## src/rtl/fxp_mac_array.sv

```systemverilog
// Multi-lane signed fixed-point MAC: LANES dot products of a shared activation against
// per-lane weights, bias-seeded, requantised with saturation. Define MAC_ROUND_EN for round-half-up.
module fxp_mac_array #(
  parameter int DATA_WIDTH = 16,
  parameter int FRAC_BITS  = 11,
  parameter int LANES      = 2,
  parameter int ACC_WIDTH  = 42,
  parameter int LEN_WIDTH  = 10
) (
  input  logic                          clk,
  input  logic                          rst_n,
  input  logic                          start,
  input  logic [LEN_WIDTH-1:0]          vec_len,
  input  logic [LANES*DATA_WIDTH-1:0]   bias,
  input  logic                          in_valid,
  output logic                          in_ready,
  input  logic [DATA_WIDTH-1:0]         in_x,
  input  logic [LANES*DATA_WIDTH-1:0]   in_w,
  output logic                          out_valid,
  input  logic                          out_ready,
  output logic [LANES*DATA_WIDTH-1:0]   out_y,
  output logic [LANES-1:0]              sat_flag,
  output logic                          busy
);
  localparam int PW = 2 * DATA_WIDTH;

  typedef enum logic [2:0] {S_IDLE, S_LOAD, S_MAC, S_DRAIN, S_QUANT, S_OUT} state_t;

  state_t                        r_state, w_state_next;
  logic [LEN_WIDTH-1:0]          r_len, r_cnt, w_cnt_inc;
  logic [LANES*DATA_WIDTH-1:0]   r_bias;
  logic                          r_prod_vld;
  logic                          w_accept;

  assign w_accept  = in_valid && (r_state == S_MAC);
  assign w_cnt_inc = r_cnt + LEN_WIDTH'(1);

  always_ff @(posedge clk or negedge rst_n) begin
    if (!rst_n) r_state <= S_IDLE;
    else        r_state <= w_state_next;
  end

  always_comb begin
    w_state_next = r_state;
    in_ready     = 1'b0;
    out_valid    = 1'b0;
    busy         = (r_state != S_IDLE);
    case (r_state)
      S_IDLE:  if (start) w_state_next = S_LOAD;
      S_LOAD:  w_state_next = (r_len == '0) ? S_QUANT : S_MAC;
      S_MAC: begin
        in_ready = 1'b1;
        if (w_accept && (w_cnt_inc == r_len)) w_state_next = S_DRAIN;
      end
      S_DRAIN: w_state_next = S_QUANT;
      S_QUANT: w_state_next = S_OUT;
      S_OUT: begin
        out_valid = 1'b1;
        if (out_ready) w_state_next = S_IDLE;
      end
      default: w_state_next = S_IDLE;
    endcase
  end

  always_ff @(posedge clk or negedge rst_n) begin
    if (!rst_n) begin
      r_len      <= '0;
      r_bias     <= '0;
      r_cnt      <= '0;
      r_prod_vld <= 1'b0;
    end else begin
      if (r_state == S_IDLE && start) begin
        r_len  <= vec_len;
        r_bias <= bias;
      end
      if (r_state == S_LOAD) r_cnt <= '0;
      else if (w_accept)     r_cnt <= w_cnt_inc;
      // Product of a beat lands in the accumulator on the following cycle.
      r_prod_vld <= w_accept;
    end
  end

  for (genvar gi = 0; gi < LANES; gi++) begin : g_lane
    localparam logic signed [ACC_WIDTH-1:0] Y_MAX = {{(ACC_WIDTH-DATA_WIDTH+1){1'b0}}, {(DATA_WIDTH-1){1'b1}}};
    localparam logic signed [ACC_WIDTH-1:0] Y_MIN = {{(ACC_WIDTH-DATA_WIDTH+1){1'b1}}, {(DATA_WIDTH-1){1'b0}}};

    logic signed [DATA_WIDTH-1:0] w_x, w_w, w_b;
    logic signed [PW-1:0]         r_prod;
    logic signed [ACC_WIDTH-1:0]  r_acc, w_rnd, w_shift;
    logic [DATA_WIDTH-1:0]        r_y;
    logic                         r_sat;

    assign w_x = in_x;
    assign w_w = in_w[gi*DATA_WIDTH +: DATA_WIDTH];
    assign w_b = r_bias[gi*DATA_WIDTH +: DATA_WIDTH];

`ifdef MAC_ROUND_EN
    localparam logic signed [ACC_WIDTH-1:0] RND_HALF = ACC_WIDTH'(1) << (FRAC_BITS - 1);
    assign w_rnd = r_acc + RND_HALF;
`else
    assign w_rnd = r_acc;
`endif
    assign w_shift = w_rnd >>> FRAC_BITS;

    always_ff @(posedge clk or negedge rst_n) begin
      if (!rst_n) begin
        r_prod <= '0;
        r_acc  <= '0;
        r_y    <= '0;
        r_sat  <= 1'b0;
      end else begin
        if (w_accept) r_prod <= PW'(w_x) * PW'(w_w);
        if (r_state == S_LOAD)
          r_acc <= {{(ACC_WIDTH-DATA_WIDTH){w_b[DATA_WIDTH-1]}}, w_b} << FRAC_BITS;
        else if (r_prod_vld)
          r_acc <= r_acc + {{(ACC_WIDTH-PW){r_prod[PW-1]}}, r_prod};
        if (r_state == S_QUANT) begin
          if (w_shift > Y_MAX) begin
            r_y   <= Y_MAX[DATA_WIDTH-1:0];
            r_sat <= 1'b1;
          end else if (w_shift < Y_MIN) begin
            r_y   <= Y_MIN[DATA_WIDTH-1:0];
            r_sat <= 1'b1;
          end else begin
            r_y   <= w_shift[DATA_WIDTH-1:0];
            r_sat <= 1'b0;
          end
        end
      end
    end

    assign out_y[gi*DATA_WIDTH +: DATA_WIDTH] = r_y;
    assign sat_flag[gi] = r_sat;
  end

endmodule
```

## config.mk

```make
export PLATFORM = sky130hd
export DESIGN_NAME = fxp_mac_array
export DESIGN_NICKNAME = d
export VERILOG_FILES = /design/src/rtl/fxp_mac_array.sv
export SDC_FILE = /design/constraint.sdc
export NUM_CORES = 2
export LEC_CHECK = 0
export CORE_MARGIN = 1
export CORE_UTILIZATION = 60
export DETAILED_ROUTE_END_ITERATION = 10
export GPL_ROUTABILITY_DRIVEN = 0
export HOLD_SLACK_MARGIN = 0.15
export PLACE_DENSITY = 0.85
export SLEW_MARGIN = 20
export SYNTH_ARGS = -nofsm -noshare
export SYNTH_HDL_FRONTEND = slang
export SYNTH_SLANG_ARGS = --single-unit
export TNS_END_PERCENT = 5
```

## constraint.sdc

```tcl
create_clock -name clk -period 4 [get_ports clk]
set_input_delay 0.4 -clock clk [delete_from_list [all_inputs] [get_ports clk]]
set_output_delay 0.4 -clock clk [all_outputs]
set_load 0.02 [all_outputs]
```

## Word-level counts from Yosys, hierarchy flattened

Cells that the tools add are included.

- Register bits: 238
- Latch bits: 0
- RAM bits: 0
- ROM bits: 0
- Input bits: 95
- Logic and storage cells: 61
- Memories: 0

- Add/sub/neg operators: 3
- Multipliers: 2
- Divide/modulo/power cells: 0
- $lt $le $gt $ge: 4
- Equality and inequality tests: 9
- Shift operators: 0
- Muxes and demuxes: 21
- Bitwise operators: 0
- Reductions and logical operators: 9

Operators by type and width:

| operator | count |
|---|---|
| 42-bit 2-to-1 mux | 4 |
| 42-bit adder | 2 |
| 16-bit by 16-bit multiplier with 32-bit output | 2 |
| 16-bit 2-to-1 mux | 4 |
| 31-bit by 16-bit greater-than comparator with 1-bit output (second input constant) | 2 |
| 31-bit by 16-bit < comparator with 1-bit output (second input constant) | 2 |
| 10-bit 2-to-1 mux | 2 |
| 3-bit one-hot mux with 6 select lines | 1 |
| 3-bit 2-to-1 mux | 4 |
| 10-bit by 1-bit adder with 10-bit output (second input constant) | 1 |
| 10-bit equality test | 1 |
| 10-bit logical NOT | 1 |
| 3-bit by 2-bit equality test with 1-bit output (second input constant) | 2 |
| 3-bit equality test (second input constant) | 2 |
| 1-bit 2-to-1 mux | 6 |
| 2-bit inequality test (second input constant) | 2 |
| 2-bit nonzero test | 2 |
| 3-bit by 1-bit equality test with 1-bit output (second input constant) | 1 |
| 1-bit logical AND | 3 |
| 3-bit logical NOT | 1 |
| 3-bit AND reduction | 1 |
| 3-bit nonzero test | 1 |
| 2-bit by 1-bit inequality test with 1-bit output (second input constant) | 1 |

## Longest topological paths before layout

- Depth after elaboration: 5
- Depth in mapped cells: 25
- Gate-level depth less buffers: 24

## Least setup slack after synthesis

No wires, ideal clock.

- Path kind: input to register
- From: input port in_x[15]
- To: register g_lane[1].r_prod[31]
- Library setup time: 134 ps
- Arrival time: 6282 ps
- Data required time: 3866 ps
- Setup slack: -2416 ps
- Cell stages on the path: 22
- Path buffers: 1
- Cells stage by stage: clkbuf_1 nand2_1 inv_1 fa_1 fa_1 fa_1 fa_1 fa_1 inv_1 fa_1 inv_1 ha_1 a21o_1 a21o_1 a21o_1 a21oi_1 o21ai_0 a41o_1 a311o_1 a21oi_1 xnor2_1 o21ai_0

- Cells in the longest elaborated chain, start to end: 1

RTL lines:

| element | RTL line | text |
|---|---|---|
| start, declared | 17 | `input logic [DATA_WIDTH-1:0] in_x,` |
| 16-bit by 16-bit multiplier with 32-bit output | 112 | `if (w_accept) r_prod <= PW'(w_x) * PW'(w_w);` |
| end signal, assigned | 112 |  |
| end, declared | 88 | `logic signed [PW-1:0] r_prod;` |

Every way passes these cells.
A chain may end at the register's enable or synchronous reset.

## Worst setup path after layout

- From: input port in_w[28]
- To: register g_lane[1].r_prod[24]

- Cells in the longest elaborated chain, start to end: 1

RTL lines:

| element | RTL line | text |
|---|---|---|
| start, declared | 18 | `input logic [LANES*DATA_WIDTH-1:0] in_w,` |
| 16-bit by 16-bit multiplier with 32-bit output | 112 |  |

Every way passes these cells.

==> metrics.md <==
| Metric | Value |
|---|---|
| Die width | 237.5 µm |
| Worst r2r dst | g_lane[1].r_acc[38] |
| Std cell rows | 85 |
| Router iterations before antenna repair | 10 |
| DPL Wire Length | 67250 µm |
| Routed wirelength normalized by instance count | 24.76 µm |
| Post-route minimum period | 6.848 ns |
| Overall track demand over capacity in global routing | between 30 and 40% |
| Violation count after the first detailed-route iteration | about 3900 |
| Adder-Cell Fraction of Synth Area | around two fifths |
| Mux share of post-synthesis cell area | 2.789% |
| Start of the worst register-to-register path | g_lane[1].r_acc[0] |
| Mapped Avg Cell Area | roughly 9.2 µm² |
| Height of the die | 237.5 µm |
| Number of warnings issued by yosys | 0 |
| First-pass GRT wire length | 165600 µm |
| GR peak layer | met2 |
| Vias in the first global route | 31870 |
| P&R area growth vs syn | 24.78% |
| Core ar. | between 0.05 and 0.06 mm² |
| Commonest register cell after synthesis | sky130_fd_sc_hd__dfrtp_1 |
| Most used cells in the layout excluding fill and tap cells | 526 x sky130_fd_sc_hd__inv_1, 475 x sky130_fd_sc_hd__fa_1, 438 x sky130_fd_sc_hd__nand2_1, 358 x sky130_fd_sc_hd__buf_4, 237 x sky130_fd_sc_hd__dfrtp_1 |
| Deepest level of the CTS H-tree | 1 |
| Clock tree from TritonCTS | built |
| Outcome | finished with violations |
| Launch point of the critical path | in_w[28] |
| Kind of critical path | in -> reg |
| Syn Std Cell Area | 0.03329 mm² |
| Fraction of layout cells with a size suffix above 1 | 21.69% |
| Share of the yosys chip area belonging to registers | 17.89% |
| DRC violations left | 0 |
| Number of antenna violations at the first check in global routing | 7 |
| Final wirelength | 120400 µm |
| Actual slew at the worst max-slew pin | 0.9255 ns |
| Routed vias | 30740 |
| Cell count after synthesis | about 3600 |
| Post-layout worst setup margin | -2.848 ns |
| Via density per instance | 6.319 |
| Port Buffer Count | between 100 and 150 |
| Async set-or-reset flop fraction in the synthesized netlist | 100.0% |
| Violations in the final reports | negative setup slack |
| Worst setup SP type | input pin |
| Number of slew-limit violations in the final report | 0 |
| Setup repair after global routing missed its margin | true |
| CTS Root Cell | sky130_fd_sc_hd__clkbuf_16 |
| Post-synth EDFFs | 0 |
| Final hold violation count | 0 |
| Remaining Overflow, GRT | 0 |
| Tightest slew margin relative to the limit | 38.07% |
| Effective utilization at floorplan | 61.25% |
| Worst setup path endpoint | g_lane[1].r_prod[24] |
| Number of nets in the synthesized netlist | roughly 4500 |
| Met3 layer usage reported by global route | just under 8% |
| Clock Path Buffers | 3 |
| Reg2Reg Setup Slack | 0.40 ns |
| Top achievable clock speed | between 100 and 150 MHz |
| Path type of the worst min-delay path | in -> reg |
| Dominant combinational cell family by area after synthesis | adder cells |
| Net count, final | 4971 |
| Die Area | 0.05643 mm² |
| Depth of the worst register-to-register path | 14 |
| XOR/XNOR Fraction of Synth Area | 3.920% |
| Number of sinks on the clock net | 238 |
| Endpoints failing setup | 50 |
| Most common library cell in the layout ignoring fill and taps | sky130_fd_sc_hd__inv_1 |
| Kind of capture point of the worst setup path | flip-flop |
| Worst Path Max Fanout | 7 |
| Area share of and/or/nand/nor cells after synthesis | 15.18% |
| Count of unique library cells instantiated by Yosys | between 70 and 80 |
| Global-route track usage on met1 | 44.60% |
| Total Neg Setup Slack | -91.02 ns |
| Clk Latency, worst-skew pair | 0.56 ns |
| Worst Path Arrival | about 7.3 ns |
| Number of buffers created by CTS | 26 |
| Share of the cycle needed by the critical path after routing | 171.2% |
| Clock transition at the registers of the reported paths | about 0.07 ns |
| Global-route track usage on met2 | a little over three fifths |
| Setup clock skew after layout | 0.02536 ns |
| Pin count of the biggest net entering global routing | 112 |
| Max Cap Violations | 0 |
| Count of state elements after synthesis | 238 |
| Top-level I/O count | 132 |
| Fraction of the mapped netlist area in compound gates | 10.99% |
| Total cell area at the placement stage | between 0.03 and 0.04 mm² |
| Cell area after layout | between 0.04 and 0.05 mm² |
| Worst Path Required | 4.42 ns |
| Antenna violation net count after detailed routing | 0 |
-- how the worst min path moves through the flow --
stage	startpoint	slack, ns	depth (start not counted)	to
global placement	r_bias[25]	0.46	1	g_lane[1].r_acc[20]
CTS	bias[19]	0.45	2	r_bias[19]
finish	vec_len[9]	0.46	2	r_len[9]
global route	bias[19]	0.46	2	r_bias[19]
floorplan	rst_n	0.10	0	g_lane[0].r_acc[0]
detailed placement	r_bias[5]	0.47	2	g_lane[0].r_acc[16]
-- synthesized netlist by cell type (all sizes together) (6+ instances only) --
cell type	n	area [µm²]
a211oi	14	110.1
a21o	85	638.1
a21oi	138	694.4
a311oi	6	52.55
a31oi	25	156.4
a41oi	8	70.07
and2	252	1577
and3	28	175.2
buf	17	72.56
clkbuf	133	499.2
dfrtp	238	5956
fa	526	10530
ha	247	3090
inv	585	2196
mux2	46	518.0
mux2i	41	410.4
nand2	462	1734
nand2b	30	187.7
nand3	31	155.2
nand4	19	118.9
nor2	147	551.8
nor2b	18	112.6
nor3	32	160.2
nor4	10	62.56
o211ai	10	75.07
o21a	11	82.58
o21ai	196	980.9
o21bai	18	135.1
o31ai	16	120.1
or3	13	86.33
xnor2	98	858.3
xor2	51	446.7
-- layer usage --
metal | share of wire, % | vias up
li1 | - | 12500
met1 | 33 | 14730
met2 | 45 | 2471
met3 | 13 | 1026
met4 | 9.0 | 8
met5 | 0.096 | -
-- cell type report --
class / instances / area (µm²)
multi-input combinational: 2651 / 25760
fill: 3139 / 12810
sequential: 238 / 5959
timing repair buffer: 601 / 5797
inverter: 585 / 2198
tap: 739 / 924.6
clock buffer: 33 / 728.2
clock inverter: 14 / 163.9
antenna: 3 / 7.507
-- cell families after synthesis --
group           count (synthesis)
simple gates                 1059
mux                            87
compound gates                583
xor+xnor                      149
flops                         238
buf+inv                       735
fa+ha+maj                     773
-- sequential cells by signal (all words and copies together) (netlist names), 2 cells and up --
name / flops
g_lane.r_prod: 64
r_bias: 32
r_state: 3
g_lane.r_y: 32
r_len: 10
r_cnt: 10
g_lane.r_sat: 2
g_lane.r_acc: 84
-- metrics by stage --
step / worst slack [ns] / util, % / hold WS, ns / cells
3_3_place_gp: -2.802 / 69.80 / 0.4570 / 4660
6_report: -2.848 / 76.43 / 0.4567 / 4864
3_5_place_dp: -3.009 / 69.80 / 0.4664 / 4660
5_1_grt: -2.814 / 76.42 / 0.4650 / 4862
4_1_cts: -1.806 / 75.29 / 0.4481 / 4846
2_1_floorplan: -1.937 / - / 0.1044 / 3624
-- worst max-delay path, stage by stage --
cell,delay (ns)
sky130_fd_sc_hd__dlygate4sd2_1,0.24
sky130_fd_sc_hd__buf_6,0.12
sky130_fd_sc_hd__buf_6,0.14
sky130_fd_sc_hd__and2_1,0.31
sky130_fd_sc_hd__fa_1,0.84
sky130_fd_sc_hd__inv_1,0.15
sky130_fd_sc_hd__fa_1,0.49
sky130_fd_sc_hd__inv_2,0.17
sky130_fd_sc_hd__fa_2,0.50
sky130_fd_sc_hd__fa_2,0.73
sky130_fd_sc_hd__fa_1,0.46
sky130_fd_sc_hd__inv_1,0.09
sky130_fd_sc_hd__fa_1,0.44
sky130_fd_sc_hd__inv_2,0.09
sky130_fd_sc_hd__ha_4,0.22
sky130_fd_sc_hd__a21o_1,0.21
sky130_fd_sc_hd__a21oi_1,0.26
sky130_fd_sc_hd__o21ai_4,0.13
sky130_fd_sc_hd__nor2_2,0.13
sky130_fd_sc_hd__a21oi_2,0.09
sky130_fd_sc_hd__o21ai_2,0.19
sky130_fd_sc_hd__a21oi_2,0.12
sky130_fd_sc_hd__a21oi_1,0.18
sky130_fd_sc_hd__xor2_1,0.37
sky130_fd_sc_hd__o21ai_0,0.15
-- timing repair --
action,4_1_cts,5_1_grt
hold endpoints to repair,109,0
setup endpoints to repair,51,51
setup buffers,126,28
hold buffers,1,0
pin swaps,190,127
gates resized for setup,375,190
gates cloned,12,0
Power is not shown: default switching activity piles up to over one toggle a cycle in this logic, so the estimate is an artifact.
